**src/rtl/pe_bypass_ctrl_if.sv**
```systemverilog
`default_nettype none
// ----------------------------------------------------------------------------
// pe_bypass_ctrl_if : IF-stage decode fields in, bypass flags/selects out
// Rev 1.0
// ----------------------------------------------------------------------------
interface pe_bypass_ctrl_if #(
  parameter int RF_INDEX_WIDTH = 5
);
  logic                      if_valid;
  logic                      if_stall;
  logic                      if_flush;
  logic [RF_INDEX_WIDTH-1:0] rd_addr_a;
  logic [RF_INDEX_WIDTH-1:0] rd_addr_b;
  logic                      use_a;
  logic                      use_b;
  logic                      wr_en;
  logic [RF_INDEX_WIDTH-1:0] wr_addr;
  logic [1:0]                wr_src;
  logic                      bp_read_a;
  logic                      bp_read_b;
  logic [1:0]                bp_sel_a;
  logic [1:0]                bp_sel_b;
  logic                      hazard_stall;

  modport master (
    output if_valid, if_stall, if_flush,
    output rd_addr_a, rd_addr_b, use_a, use_b,
    output wr_en, wr_addr, wr_src,
    input  bp_read_a, bp_read_b, bp_sel_a, bp_sel_b, hazard_stall
  );

  modport slave (
    input  if_valid, if_stall, if_flush,
    input  rd_addr_a, rd_addr_b, use_a, use_b,
    input  wr_en, wr_addr, wr_src,
    output bp_read_a, bp_read_b, bp_sel_a, bp_sel_b, hazard_stall
  );
endinterface
`default_nettype wire

```
**src/rtl/pe_bypass_ctrl.sv**
```systemverilog
`default_nettype none
// ----------------------------------------------------------------------------
// pe_bypass_ctrl : tracks the ID-slot destination and drives registered
//                  operand bypass flags/selects plus the load-use stall
// Rev 1.0
// ----------------------------------------------------------------------------
module pe_bypass_ctrl #(
  parameter int RF_INDEX_WIDTH = 5,
  parameter int BP_MIN_ADDR    = 2,
  parameter int SHADOW_ADDR    = 31,
  parameter bit LSU_BYPASS_EN  = 1'b1
) (
  input  wire                clk,
  input  wire                rst_n,
  pe_bypass_ctrl_if.slave    bus
);

  localparam logic [RF_INDEX_WIDTH-1:0] c_bp_min   = RF_INDEX_WIDTH'(BP_MIN_ADDR);
  localparam logic [RF_INDEX_WIDTH-1:0] c_shadow   = RF_INDEX_WIDTH'(SHADOW_ADDR);
  localparam logic [1:0]                c_src_alu  = 2'b00;
  localparam logic [1:0]                c_src_lsu  = 2'b10;
  localparam logic [1:0]                c_src_shd  = 2'b11;

  typedef enum logic [0:0] {
    ST_RUN     = 1'b0,
    ST_LDSTALL = 1'b1
  } state_t;

  state_t                    r_state,      w_state_nxt;
  logic                      r_id_valid,   w_id_valid_nxt;
  logic [RF_INDEX_WIDTH-1:0] r_id_waddr,   w_id_waddr_nxt;
  logic [1:0]                r_id_src,     w_id_src_nxt;
  logic                      r_bp_read_a,  w_bp_read_a_nxt;
  logic                      r_bp_read_b,  w_bp_read_b_nxt;
  logic [1:0]                r_bp_sel_a,   w_bp_sel_a_nxt;
  logic [1:0]                r_bp_sel_b,   w_bp_sel_b_nxt;

  logic                      w_match_a;
  logic                      w_match_b;
  logic [1:0]                w_eff_src;
  logic                      w_load_use;
  logic                      w_trk_valid;

  // Compare the IF read ports against the producer currently in ID.
  always_comb begin
    w_match_a  = bus.if_valid & bus.use_a & r_id_valid &
                 (bus.rd_addr_a == r_id_waddr) & (bus.rd_addr_a >= c_bp_min);
    w_match_b  = bus.if_valid & bus.use_b & r_id_valid &
                 (bus.rd_addr_b == r_id_waddr) & (bus.rd_addr_b >= c_bp_min);
    w_eff_src  = (r_id_waddr == c_shadow) ? c_src_shd : r_id_src;
    w_load_use = !LSU_BYPASS_EN & (r_state == ST_RUN) &
                 (w_eff_src == c_src_lsu) & (w_match_a | w_match_b);
    w_trk_valid = bus.if_valid & bus.wr_en & (bus.wr_addr >= c_bp_min);
  end

  // Stall freezes everything; flush outranks stall and empties the pipe.
  always_comb begin
    w_state_nxt     = r_state;
    w_id_valid_nxt  = r_id_valid;
    w_id_waddr_nxt  = r_id_waddr;
    w_id_src_nxt    = r_id_src;
    w_bp_read_a_nxt = r_bp_read_a;
    w_bp_read_b_nxt = r_bp_read_b;
    w_bp_sel_a_nxt  = r_bp_sel_a;
    w_bp_sel_b_nxt  = r_bp_sel_b;

    if (bus.if_flush) begin
      w_state_nxt     = ST_RUN;
      w_id_valid_nxt  = 1'b0;
      w_bp_read_a_nxt = 1'b0;
      w_bp_read_b_nxt = 1'b0;
      w_bp_sel_a_nxt  = c_src_alu;
      w_bp_sel_b_nxt  = c_src_alu;
    end else if (!bus.if_stall) begin
      case (r_state)
        ST_RUN: begin
          if (w_load_use) begin
            // Bubble into ID; the IF instruction is held and reissued next cycle.
            w_state_nxt     = ST_LDSTALL;
            w_id_valid_nxt  = 1'b0;
            w_bp_read_a_nxt = 1'b0;
            w_bp_read_b_nxt = 1'b0;
            w_bp_sel_a_nxt  = c_src_alu;
            w_bp_sel_b_nxt  = c_src_alu;
          end else begin
            w_bp_read_a_nxt = w_match_a;
            w_bp_read_b_nxt = w_match_b;
            w_bp_sel_a_nxt  = w_match_a ? w_eff_src : c_src_alu;
            w_bp_sel_b_nxt  = w_match_b ? w_eff_src : c_src_alu;
            w_id_valid_nxt  = w_trk_valid;
            w_id_waddr_nxt  = bus.wr_addr;
            w_id_src_nxt    = bus.wr_src;
          end
        end
        ST_LDSTALL: begin
          // Load result reaches the held instruction through the RF write port.
          w_state_nxt     = ST_RUN;
          w_bp_read_a_nxt = 1'b0;
          w_bp_read_b_nxt = 1'b0;
          w_bp_sel_a_nxt  = c_src_alu;
          w_bp_sel_b_nxt  = c_src_alu;
          w_id_valid_nxt  = w_trk_valid;
          w_id_waddr_nxt  = bus.wr_addr;
          w_id_src_nxt    = bus.wr_src;
        end
        default: begin
          w_state_nxt = ST_RUN;
        end
      endcase
    end
  end

  always_ff @(posedge clk or negedge rst_n) begin
    if (!rst_n) begin
      r_state     <= ST_RUN;
      r_id_valid  <= 1'b0;
      r_id_waddr  <= '0;
      r_id_src    <= c_src_alu;
      r_bp_read_a <= 1'b0;
      r_bp_read_b <= 1'b0;
      r_bp_sel_a  <= c_src_alu;
      r_bp_sel_b  <= c_src_alu;
    end else begin
      r_state     <= w_state_nxt;
      r_id_valid  <= w_id_valid_nxt;
      r_id_waddr  <= w_id_waddr_nxt;
      r_id_src    <= w_id_src_nxt;
      r_bp_read_a <= w_bp_read_a_nxt;
      r_bp_read_b <= w_bp_read_b_nxt;
      r_bp_sel_a  <= w_bp_sel_a_nxt;
      r_bp_sel_b  <= w_bp_sel_b_nxt;
    end
  end

  assign bus.bp_read_a    = r_bp_read_a;
  assign bus.bp_read_b    = r_bp_read_b;
  assign bus.bp_sel_a     = r_bp_sel_a;
  assign bus.bp_sel_b     = r_bp_sel_b;
  assign bus.hazard_stall = w_load_use & !bus.if_flush;

endmodule
`default_nettype wire

```
**src/flat_wrapper.sv**
```systemverilog
// flat-port wrapper written by rule: the top's interface ports become plain ports
module pe_bypass_ctrl_flat 
#(
  parameter int RF_INDEX_WIDTH = 5,
  parameter int BP_MIN_ADDR    = 2,
  parameter int SHADOW_ADDR    = 31,
  parameter bit LSU_BYPASS_EN  = 1'b1
)
  (clk, rst_n, bus_if_valid, bus_if_stall, bus_if_flush, bus_rd_addr_a, bus_rd_addr_b, bus_use_a, bus_use_b, bus_wr_en, bus_wr_addr, bus_wr_src, bus_bp_read_a, bus_bp_read_b, bus_bp_sel_a, bus_bp_sel_b, bus_hazard_stall);
  pe_bypass_ctrl_if #(.RF_INDEX_WIDTH(RF_INDEX_WIDTH)) bus_i ();
  input  wire clk;
  input  wire rst_n;
  input wire logic [$bits(bus_i.if_valid)-1:0] bus_if_valid;
  input wire logic [$bits(bus_i.if_stall)-1:0] bus_if_stall;
  input wire logic [$bits(bus_i.if_flush)-1:0] bus_if_flush;
  input wire logic [$bits(bus_i.rd_addr_a)-1:0] bus_rd_addr_a;
  input wire logic [$bits(bus_i.rd_addr_b)-1:0] bus_rd_addr_b;
  input wire logic [$bits(bus_i.use_a)-1:0] bus_use_a;
  input wire logic [$bits(bus_i.use_b)-1:0] bus_use_b;
  input wire logic [$bits(bus_i.wr_en)-1:0] bus_wr_en;
  input wire logic [$bits(bus_i.wr_addr)-1:0] bus_wr_addr;
  input wire logic [$bits(bus_i.wr_src)-1:0] bus_wr_src;
  output wire logic [$bits(bus_i.bp_read_a)-1:0] bus_bp_read_a;
  output wire logic [$bits(bus_i.bp_read_b)-1:0] bus_bp_read_b;
  output wire logic [$bits(bus_i.bp_sel_a)-1:0] bus_bp_sel_a;
  output wire logic [$bits(bus_i.bp_sel_b)-1:0] bus_bp_sel_b;
  output wire logic [$bits(bus_i.hazard_stall)-1:0] bus_hazard_stall;
  assign bus_i.if_valid = bus_if_valid;
  assign bus_i.if_stall = bus_if_stall;
  assign bus_i.if_flush = bus_if_flush;
  assign bus_i.rd_addr_a = bus_rd_addr_a;
  assign bus_i.rd_addr_b = bus_rd_addr_b;
  assign bus_i.use_a = bus_use_a;
  assign bus_i.use_b = bus_use_b;
  assign bus_i.wr_en = bus_wr_en;
  assign bus_i.wr_addr = bus_wr_addr;
  assign bus_i.wr_src = bus_wr_src;
  assign bus_bp_read_a = bus_i.bp_read_a;
  assign bus_bp_read_b = bus_i.bp_read_b;
  assign bus_bp_sel_a = bus_i.bp_sel_a;
  assign bus_bp_sel_b = bus_i.bp_sel_b;
  assign bus_hazard_stall = bus_i.hazard_stall;
  pe_bypass_ctrl #(.RF_INDEX_WIDTH(RF_INDEX_WIDTH), .BP_MIN_ADDR(BP_MIN_ADDR), .SHADOW_ADDR(SHADOW_ADDR), .LSU_BYPASS_EN(LSU_BYPASS_EN)) u_core (.clk(clk), .rst_n(rst_n), .bus(bus_i));
endmodule
```
**config.mk**
```make
export PLATFORM = sky130hd
export DESIGN_NAME = pe_bypass_ctrl_flat
export DESIGN_NICKNAME = d
export VERILOG_FILES = /design/src/rtl/pe_bypass_ctrl_if.sv /design/src/rtl/pe_bypass_ctrl.sv /design/src/flat_wrapper.sv
export SDC_FILE = /design/constraint.sdc
export NUM_CORES = 1
export LEC_CHECK = 0
export CAP_MARGIN = 30
export CORE_MARGIN = 10
export CORE_UTILIZATION = 43
export DETAILED_ROUTE_END_ITERATION = 10
export PLACE_DENSITY = 0.82
export SYNTH_ARGS = -nofsm -noshare
export SYNTH_HDL_FRONTEND = slang
export SYNTH_SLANG_ARGS = --single-unit
export TNS_END_PERCENT = 50
```
**constraint.sdc**
```tcl
create_clock -name clk -period 3.9 [get_ports clk]
set_clock_uncertainty 0.2 [all_clocks]
set_input_delay 0.78 -clock clk [delete_from_list [all_inputs] [get_ports clk]]
set_output_delay 0.78 -clock clk [all_outputs]
set_load 0.01 [all_outputs]
```
* Word level (Yosys, flattened, before mapping)
Index checks and enable logic that the tools add are counted.
Word-level totals: output and inout port bits 7, bits in registers 15, bits of input ports 25
Cells by class: mux-type cells 19, reduce and logical (&&, ||, !) cells 1, bitwise logic cells 13, equal/unequal tests 4, magnitude comparators 3
Operators with widths (number):
- 5-bit by 2-bit >= comparator with 1-bit output, second input constant | 3
- 2-bit two-way mux | 7
- 1-bit bitwise AND | 10
- 5-bit equality test | 2
- 1-bit two-way mux | 8
- 2-bit case mux with 2 select lines | 2
- 5-bit equality test, second input constant | 1
- 1-bit case mux with 2 select lines | 2
- 1-bit inverter | 3
- 2-bit by 1-bit != test with 1-bit output, second input constant | 1
- 2-bit AND reduction | 1

* Longest topological paths before layout
word-level depth 8, gate-level depth with buffers 3, gate-level depth less buffers 3

* Worst setup path before layout
OpenSTA, ideal clock, no wires.
path kind input to register, start point input port bus_if_stall, end point register u_core.r_bp_sel_b[0] (netlist: u_core.bus.bp_sel_b[0]), data arrival time 1408 ps, cell stages on the path 3, setup time 95 ps, setup slack 2197 ps, data required time 3605 ps, cell sequence and4bb_1 nand4_2 o31ai_1
On the way: longest elaborated chain between the ends 1
RTL lines:
- start: declaration | line flat_wrapper.sv:14 | input wire logic [$bits(bus_i.if_stall)-1:0] bus_if_stall;
- 2-bit by 1-bit != test with 1-bit output (no line)
- end signal: assignment | line pe_bypass_ctrl.sv:122 | r_bp_sel_b <= c_src_alu;
- end signal: assignment | line pe_bypass_ctrl.sv:131 | r_bp_sel_b <= w_bp_sel_b_nxt;
- end: declaration | line pe_bypass_ctrl.sv:36 | logic [1:0] r_bp_sel_b, w_bp_sel_b_nxt;
Every way passes these cells. A chain may end at the register's enable or synchronous reset.

* Worst setup path after layout
start point register u_core.r_bp_sel_a[0] (netlist: u_core.bus.bp_sel_a[0]), end point output port bus_bp_sel_a[0]
RTL lines:
- start: declaration | line pe_bypass_ctrl.sv:35 | logic [1:0] r_bp_sel_a, w_bp_sel_a_nxt;
- start signal: assignment | line pe_bypass_ctrl.sv:121 | r_bp_sel_a <= c_src_alu;
- start signal: assignment | line pe_bypass_ctrl.sv:130 | r_bp_sel_a <= w_bp_sel_a_nxt;
- end: declaration | line flat_wrapper.sv:25 | output wire logic [$bits(bus_i.bp_sel_a)-1:0] bus_bp_sel_a;
No word-level cell between the ends.

==> summary.txt <==
Route
  • Vias per cell: roughly 5.4
  • Router iterations before antenna repair: 4
  • WL final: 1780 um
  • Wire per inst: roughly 16 um
  • DRT iter0 DRCs: 9
  • Remaining DRCs: 0
  • Vias post-DR: 598
  • Routed Antenna Nets: 0

Final layout
  • Area added between synthesis and finish: 48.7%
  • Fin nets: between 100 and 150
  • Share of cells above drive strength 1: roughly an eighth
  • Ant. Diodes: 0
  • Finished Layout Cells: around 110
  • Post-layout util: a little under 70%

Synthesis
  • Synth top area share: between 40% and 50%
  • Mapped Area: 717 um2
  • Largest area contributor in the netlist: dfrtp_1
  • Netlist cell types: 21
  • Post-synthesis net count: between 80 and 90
  • Synth warn: 0
  • Synth top area cells: dfrtp_1, xnor2_1, mux2_1
  • Mean Syn Cell Area: around 12 um2
  • Post-Synthesis Cells: 62
  • Synth Register Bits: 14
  • Sequential-to-total area share from yosys stat: approximately half

STA
  • Setup violations, final: 0
  • Total Neg Setup Slack: 0 ns
  • Hold Vio Cnt, Final: 0
  • Period Utilization, post-route: 55.3%
  • Period minus WS final: 2.16 ns
  • Worst setup margin: about 1.7 ns
  • RSZ-0062 raised after global routing: no
  • Pins Over Slew Limit: 0
  • Slew Limit Headroom: roughly 60%
  • Max Fclk: 464 MHz
  • Actual slew at the worst max-slew pin: 0.590 ns

Place
  • Placed Cells incl. Taps: approximately 110
  • Dpl ws: 1.60 ns
  • Final RePlAce weighted congestion: about 0.73
  • Number of I/O port buffers: 30
  • DP HPWL: roughly 1500 um

Floorplan
  • Full die area: about 0.0037 mm2
  • Core Rows: 14
  • Initial core utilization: between 40 and 50%
  • Total I/O pin count: 32
  • Chip width: 60.8 um
  • Die Ht: 60.8 um
  • Core area: 0.00154 mm2

Global route
  • Largest net degree at the start of global routing: 15
  • First-pass GRT wire length: slightly below 3000 um
  • Initial antenna violation count: 0
  • Global route overflow: 0
  • Vias in the first global route: approximately 670
  • Total GRT Usage: between 9 and 10%

Clock network
  • Resized Gates After CTS: 0
  • CTS H-tree lvls: 1
  • Clock Sink Count: 14
  • Clk_lat worst skew: 0.28 ns
  • TritonCTS buffer count: 3
  • Hold Buf Count CTS: 0
  • Post-CTS setup buffers: 0
  • Worst-path clk slew: 0.09 ns
  • CTS tree: yes
  • Clock buffer depth: 2
  • Root buffer cell: clkbuf_4

Power and ir drop
  • Internal: ~260 uW
  • Lkg Pwr: about 0.42 nW
  • Clock group share of total power: between 20% and 30%
  • Maximum vdd drop: about 0.00020 V
  • Flop pwr share: about half
  • Switch Pwr: around 90 uW
  • Switching Fraction: around a quarter
  • Power Dens Cells: about 330 mW/mm2
  • Comb power frac: 20.7%

Setup path
  • CP endpoint kind: output port
  • Critical-path top delay cell: clkdlybuf4s50_1
  • WP buf/inv: 1
  • Crit start category: flop
  • Critical Path RT: around 2.9 ns
  • Worst path cell trace: clkdlybuf4s50_1
  • Max incr delay on CP: between 0.5 and 0.6 ns
  • Worst Path Arrival: approximately 1.2 ns
  • Crit Path Category: flop to output port
  • Delay-heaviest family, CP: buffers and inverters
  • Maximum fanout along the worst path: 2

Run status
  • Status: complete, no violations

Min path
  • Tightest Hold Check Type: flop to flop

Flow run
  • Maxcap violations: 0
==> synthesized netlist by cell type <==
cell type	count
nor4_1	1
or4_1	1
and4bb_1	1
mux2_2	3
xnor2_1	10
o31ai_1	4
nand4_2	2
dfrtp_1	14
mux2_1	4
nor2b_1	1
or3_1	1
or4_4	1
o21ai_1	2
buf_4	1
a31oi_1	2
nor2_2	1
a21oi_1	1
conb_1	1
and3_2	1
nand2_1	8
nand4_1	2
==> worst paths after layout <==
kind                                   startpoint                endpoint  slack (ns)  cells past startpoint
setup / recovery           u_core.bus.bp_sel_a[0]         bus_bp_sel_a[0]        1.74                      1
hold / removal             u_core.bus.bp_sel_b[0]  u_core.bus.bp_sel_b[0]        0.29                      2
setup reg to reg             u_core.r_id_waddr[2]  u_core.bus.bp_sel_a[0]        2.35                      3
hold reg to reg            u_core.bus.bp_sel_b[0]  u_core.bus.bp_sel_b[0]        0.29                      2
max in group asynchronous                   rst_n  u_core.bus.bp_sel_b[0]        2.44                      1
min in group asynchronous                   rst_n    u_core.r_id_waddr[4]        0.67                      1
==> metal layers <==
layer / vias up / routed length [um] / global-route usage, %
li1: 292 / - / -
met1: 290 / 704 / 10.8
met2: 16 / 950 / 18.0
met3: 0 / 121 / 3.13
met4: 0 / 0 / 2.19
met5: - / 0 / 0
==> registers in the layout, summed over array words and instances, names as in the netlist <==
register / cells
u_core.r_id_waddr: 5
u_core.bus.bp_sel_a: 2
u_core.bus.bp_sel_b: 2
u_core.r_id_src: 2
u_core.bus.bp_read_a: 1
u_core.bus.bp_read_b: 1
u_core.r_id_valid: 1
==> power groups by stage <==
stage	registers, mW	clock network, mW	logic [mW]
2_1_floorplan	0.170	0	0.0394
3_3_place_gp	0.174	0	0.0714
3_5_place_dp	0.175	0	0.0733
4_1_cts	0.172	0.107	0.0733
5_1_grt	0.175	0.114	0.0786
6_report	0.173	0.105	0.0727
==> cell families (layout without fill, tap and decap cells) <==
logic type	count (synthesis)	count (layout)	share of synthesized area, %
muxes	7	7	11.0
other	1	1	0.523
buffers and inverters	1	34	1.05
DFF	14	14	48.9
AOI/OAI and AO/OA	9	9	8.03
xor gates and xnor gates	10	10	12.2
and+or+nand+nor	20	20	18.3
==> placed cells by master, fill, tap and decap left out, types with 2 or more instances in the layout <==
| cell type | instances |
|---|---|
| clkdlybuf4s50_1 | 30 |
| nand2_1 | 8 |
| dfrtp_1 | 14 |
| mux2_2 | 3 |
| mux2_1 | 4 |
| a31oi_1 | 2 |
| nand4_2 | 2 |
| nand4_1 | 2 |
| o21ai_1 | 2 |
| xnor2_1 | 10 |
| clkbuf_4 | 3 |
| o31ai_1 | 4 |
==> layout make-up <==
cell class,count,area (um2)
Sequential cell,14,350
Clock buffer,4,36.3
Tap cell,16,20.0
Fill cell,130,475
Timing Repair Buffer,30,300
Multi-Input combinational cell,47,359
==> per-stage QoR <==
step | cell area [um2] | total power, mW | hold slack (ns)
after detailed placement | 1030 | 0.249 | 0.274
after global placement | 1030 | 0.246 | 0.261
after global routing | 1070 | 0.368 | 0.327
after floorplan | 717 | 0.210 | 0.259
after CTS | 1070 | 0.352 | 0.293
final | 1070 | 0.351 | 0.287
(Power assumes the default switching activity.)
